===== config.mk =====
export PLATFORM = sky130hd
export DESIGN_NAME = pe_chain_host_flat
export DESIGN_NICKNAME = d
export VERILOG_FILES = /design/src/rtl/pe_chain_host_if.sv /design/src/rtl/pe_chain_host.sv /design/src/flat_wrapper.sv
export SDC_FILE = /design/constraint.sdc
export NUM_CORES = 1
export LEC_CHECK = 0
export ABC_AREA = 1
export BUFFER_PORTS_ARGS = -buffer_cell sky130_fd_sc_hd__buf_4
export CORE_MARGIN = 2
export CORE_UTILIZATION = 40
export CTS_CLUSTER_SIZE = 12
export DETAILED_ROUTE_END_ITERATION = 10
export PLACE_DENSITY = 0.71
export SYNTH_ARGS = -nofsm -noshare
export SYNTH_HDL_FRONTEND = slang
export SYNTH_SLANG_ARGS = --single-unit
export TNS_END_PERCENT = 5

===== constraint.sdc =====
create_clock -name clk -period 1.9 [get_ports clk]
set_clock_uncertainty 0.1 [all_clocks]
set_input_delay 0.19 -clock clk [delete_from_list [all_inputs] [get_ports clk]]
set_output_delay 0.19 -clock clk [all_outputs]
set_load 0.03 [all_outputs]

===== src/rtl/pe_chain_host_if.sv =====
// Bundle of upstream operand stream, PE operand port, PE result-memory port and result stream.
// The host uses the master view; the surrounding environment uses the slave view.
// Widths follow LOG_SIZE so the address bus matches the PE result-memory depth.
interface pe_chain_host_if #(
  parameter int LOG_SIZE = 3
);
  logic [31:0]         in_a;
  logic [31:0]         in_b;
  logic                in_b_valid;
  logic                in_last;
  logic                in_valid;
  logic                in_ready;
  logic [31:0]         pe_a;
  logic [31:0]         pe_b;
  logic                pe_b_valid;
  logic                pe_stb;
  logic                pe_ack;
  logic                pe_done;
  logic [LOG_SIZE-1:0] pe_addr;
  logic                pe_mem_select;
  logic [31:0]         pe_c;
  logic [31:0]         res_data;
  logic                res_valid;
  logic                res_ready;
  logic                res_last;
  logic                busy;

  modport master (
    input  in_a, in_b, in_b_valid, in_last, in_valid,
    output in_ready,
    output pe_a, pe_b, pe_b_valid, pe_stb,
    input  pe_ack, pe_done,
    output pe_addr, pe_mem_select,
    input  pe_c,
    output res_data, res_valid, res_last,
    input  res_ready,
    output busy
  );

  modport slave (
    output in_a, in_b, in_b_valid, in_last, in_valid,
    input  in_ready,
    input  pe_a, pe_b, pe_b_valid, pe_stb,
    output pe_ack, pe_done,
    input  pe_addr, pe_mem_select,
    output pe_c,
    input  res_data, res_valid, res_last,
    output res_ready,
    input  busy
  );
endinterface


===== src/rtl/pe_chain_host.sv =====
// Host initiator for the PE chain: feeds operand words one at a time, waits for done, then reads back 2**LOG_SIZE results.
// Latency: one operand per stb/ack handshake (ack must drop before the next); readout needs at least 3 cycles per result.
// Backpressure: in_ready only in IDLE/IDLE_FEED/WAIT_LOW-with-ack-low; res_data holds while res_valid && !res_ready.
module pe_chain_host #(
  parameter int LOG_SIZE = 3
) (
  input  logic             clk,
  input  logic             rst_n,
  pe_chain_host_if.master  bus
);

  localparam int CW = LOG_SIZE + 1;
  localparam logic [CW-1:0] LAST_IDX = CW'((1 << LOG_SIZE) - 1);

  typedef enum logic [2:0] {
    IDLE, SEND, WAIT_LOW, IDLE_FEED, DRAIN, RD_REQ, RD_CAP, RD_OUT
  } state_t;

  state_t        state_q, state_d;
  logic [31:0]   a_q, a_d;
  logic [31:0]   b_q, b_d;
  logic          bv_q, bv_d;
  logic          last_q, last_d;
  logic [CW-1:0] cnt_q, cnt_d;
  logic [31:0]   res_q, res_d;
  logic          in_ready_c;
  logic          take;

  // Next-state logic; the hold register is only loaded on an accepted upstream word.
  always_comb begin
    state_d    = state_q;
    a_d        = a_q;
    b_d        = b_q;
    bv_d       = bv_q;
    last_d     = last_q;
    cnt_d      = cnt_q;
    res_d      = res_q;
    in_ready_c = 1'b0;
    take       = 1'b0;
    case (state_q)
      IDLE:      in_ready_c = 1'b1;
      SEND:      if (bus.pe_ack) state_d = WAIT_LOW;
      // A still-high ack here is the stale one from the transfer just made.
      WAIT_LOW: begin
        if (!bus.pe_ack) begin
          if (last_q) begin
            state_d = DRAIN;
          end else begin
            in_ready_c = 1'b1;
            state_d    = IDLE_FEED;
          end
        end
      end
      IDLE_FEED: in_ready_c = 1'b1;
      DRAIN: begin
        if (bus.pe_done) begin
          cnt_d   = '0;
          state_d = RD_REQ;
        end
      end
      RD_REQ:    state_d = RD_CAP;
      RD_CAP: begin
        res_d   = bus.pe_c;
        state_d = RD_OUT;
      end
      RD_OUT: begin
        if (bus.res_ready) begin
          if (cnt_q == LAST_IDX) begin
            state_d = IDLE;
          end else begin
            cnt_d   = cnt_q + 1'b1;
            state_d = RD_REQ;
          end
        end
      end
      default:   state_d = IDLE;
    endcase
    take = in_ready_c & bus.in_valid;
    if (take) begin
      a_d     = bus.in_a;
      b_d     = bus.in_b;
      bv_d    = bus.in_b_valid;
      last_d  = bus.in_last;
      state_d = SEND;
    end
  end

  // State and datapath registers, all cleared by the asynchronous reset.
  always_ff @(posedge clk or negedge rst_n) begin
    if (!rst_n) begin
      state_q <= IDLE;
      a_q     <= '0;
      b_q     <= '0;
      bv_q    <= 1'b0;
      last_q  <= 1'b0;
      cnt_q   <= '0;
      res_q   <= '0;
    end else begin
      state_q <= state_d;
      a_q     <= a_d;
      b_q     <= b_d;
      bv_q    <= bv_d;
      last_q  <= last_d;
      cnt_q   <= cnt_d;
      res_q   <= res_d;
    end
  end

  // in_ready is gated by reset so every output reads 0 while rst_n is low.
  assign bus.in_ready      = rst_n & in_ready_c;
  assign bus.pe_a          = a_q;
  assign bus.pe_b          = b_q;
  assign bus.pe_b_valid    = bv_q;
  assign bus.pe_stb        = (state_q == SEND);
  assign bus.pe_mem_select = (state_q == RD_REQ);
  assign bus.pe_addr       = (state_q == RD_REQ) ? cnt_q[LOG_SIZE-1:0] : '0;
  assign bus.res_data      = res_q;
  assign bus.res_valid     = (state_q == RD_OUT);
  assign bus.res_last      = (state_q == RD_OUT) && (cnt_q == LAST_IDX);
  assign bus.busy          = (state_q != IDLE);

endmodule


===== src/flat_wrapper.sv =====
// flat-port wrapper written by rule: the top's interface ports become plain ports
module pe_chain_host_flat 
#(
  parameter int LOG_SIZE = 3
)
  (clk, rst_n, bus_in_a, bus_in_b, bus_in_b_valid, bus_in_last, bus_in_valid, bus_in_ready, bus_pe_a, bus_pe_b, bus_pe_b_valid, bus_pe_stb, bus_pe_ack, bus_pe_done, bus_pe_addr, bus_pe_mem_select, bus_pe_c, bus_res_data, bus_res_valid, bus_res_last, bus_res_ready, bus_busy);
  pe_chain_host_if #(.LOG_SIZE(LOG_SIZE)) bus_i ();
  input  logic clk;
  input  logic rst_n;
  input wire logic [$bits(bus_i.in_a)-1:0] bus_in_a;
  input wire logic [$bits(bus_i.in_b)-1:0] bus_in_b;
  input wire logic [$bits(bus_i.in_b_valid)-1:0] bus_in_b_valid;
  input wire logic [$bits(bus_i.in_last)-1:0] bus_in_last;
  input wire logic [$bits(bus_i.in_valid)-1:0] bus_in_valid;
  output wire logic [$bits(bus_i.in_ready)-1:0] bus_in_ready;
  output wire logic [$bits(bus_i.pe_a)-1:0] bus_pe_a;
  output wire logic [$bits(bus_i.pe_b)-1:0] bus_pe_b;
  output wire logic [$bits(bus_i.pe_b_valid)-1:0] bus_pe_b_valid;
  output wire logic [$bits(bus_i.pe_stb)-1:0] bus_pe_stb;
  input wire logic [$bits(bus_i.pe_ack)-1:0] bus_pe_ack;
  input wire logic [$bits(bus_i.pe_done)-1:0] bus_pe_done;
  output wire logic [$bits(bus_i.pe_addr)-1:0] bus_pe_addr;
  output wire logic [$bits(bus_i.pe_mem_select)-1:0] bus_pe_mem_select;
  input wire logic [$bits(bus_i.pe_c)-1:0] bus_pe_c;
  output wire logic [$bits(bus_i.res_data)-1:0] bus_res_data;
  output wire logic [$bits(bus_i.res_valid)-1:0] bus_res_valid;
  output wire logic [$bits(bus_i.res_last)-1:0] bus_res_last;
  input wire logic [$bits(bus_i.res_ready)-1:0] bus_res_ready;
  output wire logic [$bits(bus_i.busy)-1:0] bus_busy;
  assign bus_i.in_a = bus_in_a;
  assign bus_i.in_b = bus_in_b;
  assign bus_i.in_b_valid = bus_in_b_valid;
  assign bus_i.in_last = bus_in_last;
  assign bus_i.in_valid = bus_in_valid;
  assign bus_in_ready = bus_i.in_ready;
  assign bus_pe_a = bus_i.pe_a;
  assign bus_pe_b = bus_i.pe_b;
  assign bus_pe_b_valid = bus_i.pe_b_valid;
  assign bus_pe_stb = bus_i.pe_stb;
  assign bus_i.pe_ack = bus_pe_ack;
  assign bus_i.pe_done = bus_pe_done;
  assign bus_pe_addr = bus_i.pe_addr;
  assign bus_pe_mem_select = bus_i.pe_mem_select;
  assign bus_i.pe_c = bus_pe_c;
  assign bus_res_data = bus_i.res_data;
  assign bus_res_valid = bus_i.res_valid;
  assign bus_res_last = bus_i.res_last;
  assign bus_i.res_ready = bus_res_ready;
  assign bus_busy = bus_i.busy;
  pe_chain_host #(.LOG_SIZE(LOG_SIZE)) u_core (.clk(clk), .rst_n(rst_n), .bus(bus_i));
endmodule

==> metrics, run 1 <==
CTS tree yes; R2R cell count 6; first-pass GRT wire length 19,950 um; WHS Endpoint u_core.bus.pe_b[7]; r2r endpoint u_core.bus.pe_a[7]; Final HPWL DP 7739 um; die area between 0.01 and 0.015 mm^2; WP data required approximately 1600 ps; CP arrival roughly 1500 ps; Clock Sinks between 100 and 150; r2r setup slk 170 ps; Mapped Area around 0.0042 mm^2; Setup crit end kind output port; Fmax 570.6 MHz; Max-Cap Viols 0; crit path max fanout 6; Cell Pwr Density around 1600 mW/mm^2; I/O Pins 210; total track usage 22.04%; # diodes 0; CP Buf/Inv Count 2; Cell Rows 37; Warnings, synthesis 0; setup TNS 0 ps; routed length per instance around 14 um; Setup CP Type flop to output port; Min-Delay Startpoint bus_in_valid; number of port buffers roughly 210; class of the worst hold path input pin to flop; setup violators final 0; Max H-tree Level 3; Layout Cells excl Fill between 800 and 900; pin count of the biggest net entering global routing 106; Synth async-reset ratio 100.0%; CP dominant cell by count buf_4; placed insts 765; cell at the root of the clock tree clkbuf_8; RR Startpoint u_core.state_q[0]; Synth top area share roughly 62%; DR pass1 iterations 5; initial core utilization approximately two fifths; Nets around 840; Vias/cell 4.576; crit start category flop; cts bufs inserted 9; number of global-route vias before repair approximately 4,200; RSZ-0062 raised after global routing false; Final Hold Vio Count 0; slowest CP cell dfrtp_2; antenna-violating nets left 0; post-synthesis cell type count 23; Worst-path clk slew approximately 100 ps; Hold Crit Depth 4; Crit path max-delay family flip-flops; Slew headroom around 63%; top-count cell post-synth nand2_1; grt total ovfl 0; clk buf depth 2; actual slew at the worst max-slew pin 549.6 ps; Avg Inst Size Synth 9.810 um^2; share of cells above drive strength 1 about 37%; Yosys top cell by area dfrtp_1; Post-synth top cells nand2_1 (216), dfrtp_1 (105), mux2_2 (32); Area growth, synth to finish 69.10%; CP Cell Sequence buf_4 -> nand3_2 -> nor2_1 -> buf_4; ys flop type dfrtp_1; initial antenna violation count 0; drt initial violations 193; post-synthesis sequential area ratio approximately 62%; status finished, final reports clean; Final Wtd Congestion between 0.8 and 0.9; Tcrit/Tclk final between 90 and 100%; Synth Net Count 538; Worst setup startpoint u_core.state_q[2]; DIE WIDTH between 100 and 150 um; clk_lat worst skew between 300 and 400 ps; EDFF count, synth 0; min Tclk post-route between 1500 and 2000 ps; leakage between 0.003 and 0.004 uW; worst vdd ir about 0.94 mV; drt total wl roughly 13,000 um; die height about 110 um; Cells after Synth 433; DRC Markers 0; Max Slew Vio Count 0; total number of vias about 4,000; Seq cells post-synth about 110; core area 0.01032 mm^2; Worst path max stage delay between 400 and 500 ps; setup bufs post-CTS 0; synth top area cells dfrtp_1 (62%), nand2_1 (19%), mux2_2 (8.5%)
==> what timing repair did <==
item                                    in CTS  in global routing
endpoints found under the setup margin       3                  9
gates resized for setup                      1                  3
endpoints found under the hold margin      203                  0
hold buffers                                99                  0
==> area by class of cell <==
type	instances	area, um^2
clock inverter	5	81.33
timing repair buffer	315	2675
multi-input combinational	293	1443
inverter	15	56.30
sequential	105	2630
fill	750	3141
clock buffer	10	127.6
tap	136	170.2
==> worst max path at each step <==
stage / end / slack (ps) / cells past startpoint
floorplan: bus_res_last / 340 / 3
global placement: u_core.bus.pe_b[15] / 230 / 7
detailed placement: u_core.bus.pe_b[11] / 140 / 7
CTS: bus_pe_addr[2] / 10 / 3
global route: bus_res_last / 10 / 4
finish: bus_pe_addr[0] / 150 / 4
==> power breakdown <==
| part | internal, uW | total (uW) | leakage, uW | switching (uW) |
|---|---|---|---|---|
| Sequential | 3300 | 3950 | 0.00128 | 647 |
| Clock | 737 | 1480 | 0.000102 | 740 |
| Combinational | 2460 | 6410 | 0.00240 | 3950 |
==> cell families after synthesis <==
group                      after synthesis  synth area share [%]
xor gates and xnor gates                 1                0.2062
and+or+nand+nor                        253                 23.74
adders and majority gates                1                0.2945
muxes                                   32                 8.483
AOI/OAI and AO/OA                        6                 1.061
buffers and inverters                   35                 4.359
DFF                                    105                 61.86
==> worst min-delay path, stage by stage <==
cell and delay (ps):
buf_4 100, nand3_4 150, nand2_1 100, nand2_1 40
==> per-layer routing <==
| metal | GRT usage (%) | up-vias | wire, um |
|---|---|---|---|
| li1 | - | 1951 | - |
| met1 | 26.17 | 1912 | 4977 |
| met2 | 40.05 | 139 | 6708 |
| met3 | 4.377 | 20 | 689 |
| met4 | 6.679 | 0 | 203 |
| met5 | 0 | - | 0 |
==> layout by cell type, fill, tap and decap left out <==
cell	count
nor2_2	3
buf_12	5
nand3_4	1
dfrtp_2	2
nand3_1	12
dlygate4sd3_1	99
nor3_1	4
nand3b_1	1
nor2_1	11
o21ai_2	1
bufinv_16	2
inv_2	2
dfrtp_1	103
clkbuf_8	9
inv_1	13
nand4_1	2
clkbuf_1	1
clkinv_2	1
nand3_2	2
buf_4	211
mux2_2	32
xor2_1	1
ha_1	1
nand2_1	216
clkinvlp_4	1
nor3b_1	1
clkinv_4	1
a21oi_4	1
o21ai_0	4
==> stage by stage <==
stage	util, %	setup WS (ps)	hold WS, ps	instance area [um^2]	total power (uW)
4_1_cts	69.49	13.46	135.5	7174	11840
5_1_grt	69.58	14.48	160.3	7183	12520
6_report	69.58	147.4	152.4	7183	11830
3_3_place_gp	57.86	230.4	214.5	5973	10020
3_5_place_dp	57.86	141.3	217.5	5973	10180
2_1_floorplan	-	344.0	-205.6	4248	7740
==> flip-flops by register name (all words and copies together) (netlist names) <==
| register | flops |
|---|---|
| u_core.state_q | 3 |
| u_core.cnt_q | 4 |
| u_core.bus.res_data | 32 |
| u_core.bus.pe_b_valid | 1 |
| u_core.bus.pe_b | 32 |
| u_core.bus.pe_a | 32 |
| u_core.last_q | 1 |
Note: power is estimated with default switching activity, not from simulation.
==> run 2, diff against run 1 <==
--- a/config.mk
+++ b/config.mk
@@ -6,12 +6,12 @@
 export NUM_CORES = 1
 export LEC_CHECK = 0
 export ABC_AREA = 1
-export BUFFER_PORTS_ARGS = -buffer_cell sky130_fd_sc_hd__buf_4
 export CORE_MARGIN = 2
 export CORE_UTILIZATION = 40
 export CTS_CLUSTER_SIZE = 12
 export DETAILED_ROUTE_END_ITERATION = 10
-export PLACE_DENSITY = 0.71
+export DONT_BUFFER_PORTS = 1
+export PLACE_DENSITY = 0.54
 export SYNTH_ARGS = -nofsm -noshare
 export SYNTH_HDL_FRONTEND = slang
 export SYNTH_SLANG_ARGS = --single-unit
==> run 2 against run 1 <==
Compared with the run above:
- the flow now finishes with violations (hold timing)
- register-to-register slack about the same
- via count shrank 19%
- clock-buffer cell count rose by 3
- sequential power up 56%
- first-iteration DRC count is 16% lower
- critical path depth decreased by 1
- hold slack worse by 730 ps
- total power down 16%
- flip-flop and latch count is the same
- critical path type unchanged
==> metrics, run 2 (same netlist as run 1, synthesis figures left out) <==
status complete, but fails checks; failing checks hold timing; total track usage between 10% and 20%; Max H-tree Level 3; setup TNS 0 ps; Sw Ratio between 40% and 50%; pre-CTS setup slack between 100 and 150 ps; die area around 0.011 mm^2; actual slew at the worst max-slew pin 359.7 ps; Final Hold Vio Count between 100 and 150; Finished Cell Area between 0.005 and 0.006 mm^2; Filler Cell Count between 900 and 1,000; cts bufs inserted 9; most common cell after layout, fill and taps aside nand2_1; Vias/cell between 4 and 5; die height ~110 um; placed insts about 560; Fmax around 570 MHz; Hold WS -581.9 ps; clk buf depth 2; Clk pwr share approximately 14%; area of the multi-input gates ~0.0014 mm^2; Setup CP Type flop to output port; Cell Rows 37; cell at the root of the clock tree clkbuf_8; Final Wtd Congestion 0.8272; setup bufs post-CTS 0; class of the worst hold path input pin to asynchronous set/reset pin; total internal power between 5000 and 6000 uW; crit start category flop; Setup crit end kind output port; antenna-violating nets left 0; core area 0.01032 mm^2; Combinational Power Share between 20% and 30%; number of global-route vias before repair 3,438; pin count of the biggest net entering global routing about 110; I/O Pins 210; CTS tree yes; DRC Markers 0; placed inst area between 0.004 and 0.005 mm^2; DIE WIDTH about 110 um; Final HPWL DP 6697 um; Cell Pwr Density 1770 mW/mm^2; most frequent cells in the layout nand2_1 (216), dfrtp_1 (103), dlygate4sd3_1 (98), mux2_2 (32); post-cts hold buffer count 98; worst vdd ir slightly above 0.8 mV; setup violators final 0; share of cells above drive strength 1 around an eighth; Nets 640; RSZ-0062 raised after global routing false; clk_lat worst skew 350 ps; Tcrit/Tclk final between 90 and 100%; Slew headroom 76.02%; WP data required 1610 ps; r2r setup slk between 150 and 200 ps; Layout Cells excl Fill 675; FF/Latch Area 0.002630 mm^2; drt total wl roughly 11,000 um; Max Slew Vio Count 0; Switch Pwr 4931 uW; Max-Cap Viols 0; routed length per instance 15.62 um; first-pass GRT wire length 16,850 um; min Tclk post-route roughly 1800 ps; # diodes 0; number of port buffers 0; DR pass1 iterations 5; RR Startpoint u_core.state_q[0]; grt total ovfl 0; Worst-path clk slew around 90 ps; crit path max fanout 10; R2R cell count 6; Worst setup startpoint u_core.state_q[2]; Seq pwr share 62.1%; r2r endpoint u_core.bus.pe_b[5]; setup ws final ~150 ps; Clock Sinks 105; drt initial violations between 150 and 200; initial core utilization between 40% and 50%; total number of vias 3,255; initial antenna violation count 0; leakage about 0.0028 uW; Area growth, synth to finish 32.22%; CP arrival 1460 ps
[run 2: area by class of cell]
cell class                 count  share of cell area [%]
timing repair buffer         111                   20.09
tap                          136                   3.030
clock buffer                  13                   2.829
clock inverter                 2                  0.6683
multi-input combinational    293                   25.55
inverter                      15                   1.002
sequential                   105                   46.83
[run 2: how the worst max path moves through the flow]
| stage | endpoint | depth (start not counted) |
|---|---|---|
| CTS | bus_pe_addr[1] | 3 |
| detailed placement | u_core.bus.pe_b[5] | 7 |
| finish | bus_pe_addr[1] | 3 |
| global route | u_core.bus.pe_b[5] | 6 |
| global placement | u_core.bus.pe_a[31] | 7 |
| floorplan | bus_res_last | 3 |
[run 2: metal layers]
metal / part of all wire (%) / track usage (%)
met5: 0 / 0
met4: 3.1 / 10.58
met3: 6.6 / 4.620
met2: 51 / 31.87
met1: 39 / 21.40
[run 2: what timing repair did]
item / CTS / global route
resized for setup: 0 / 2
endpoints found under the hold margin: 203 / 105
setup endpoints to repair: 0 / 41
[run 2: power groups by stage]
stage / clock [uW] / sequential [uW] / combinational (uW)
3_5_place_dp: 0 / 6200 / 2210
2_1_floorplan: 0 / 5880 / 1860
4_1_cts: 1440 / 6180 / 2360
5_1_grt: 1530 / 6300 / 2720
3_3_place_gp: 0 / 6210 / 2100
6_report: 1400 / 6180 / 2370
[run 2: stage by stage]
step / util [%] / power (uW)
2_1_floorplan: - / 7740
3_3_place_gp: 42.98 / 8308
3_5_place_dp: 42.98 / 8416
4_1_cts: 54.38 / 9980
5_1_grt: 54.41 / 10560
6_report: 54.41 / 9944
[run 2: critical path: stages (launching register included)]
cell and delay, ps:
dfrtp_2 500, nand3_1 260, nor2_1 170, buf_4 180
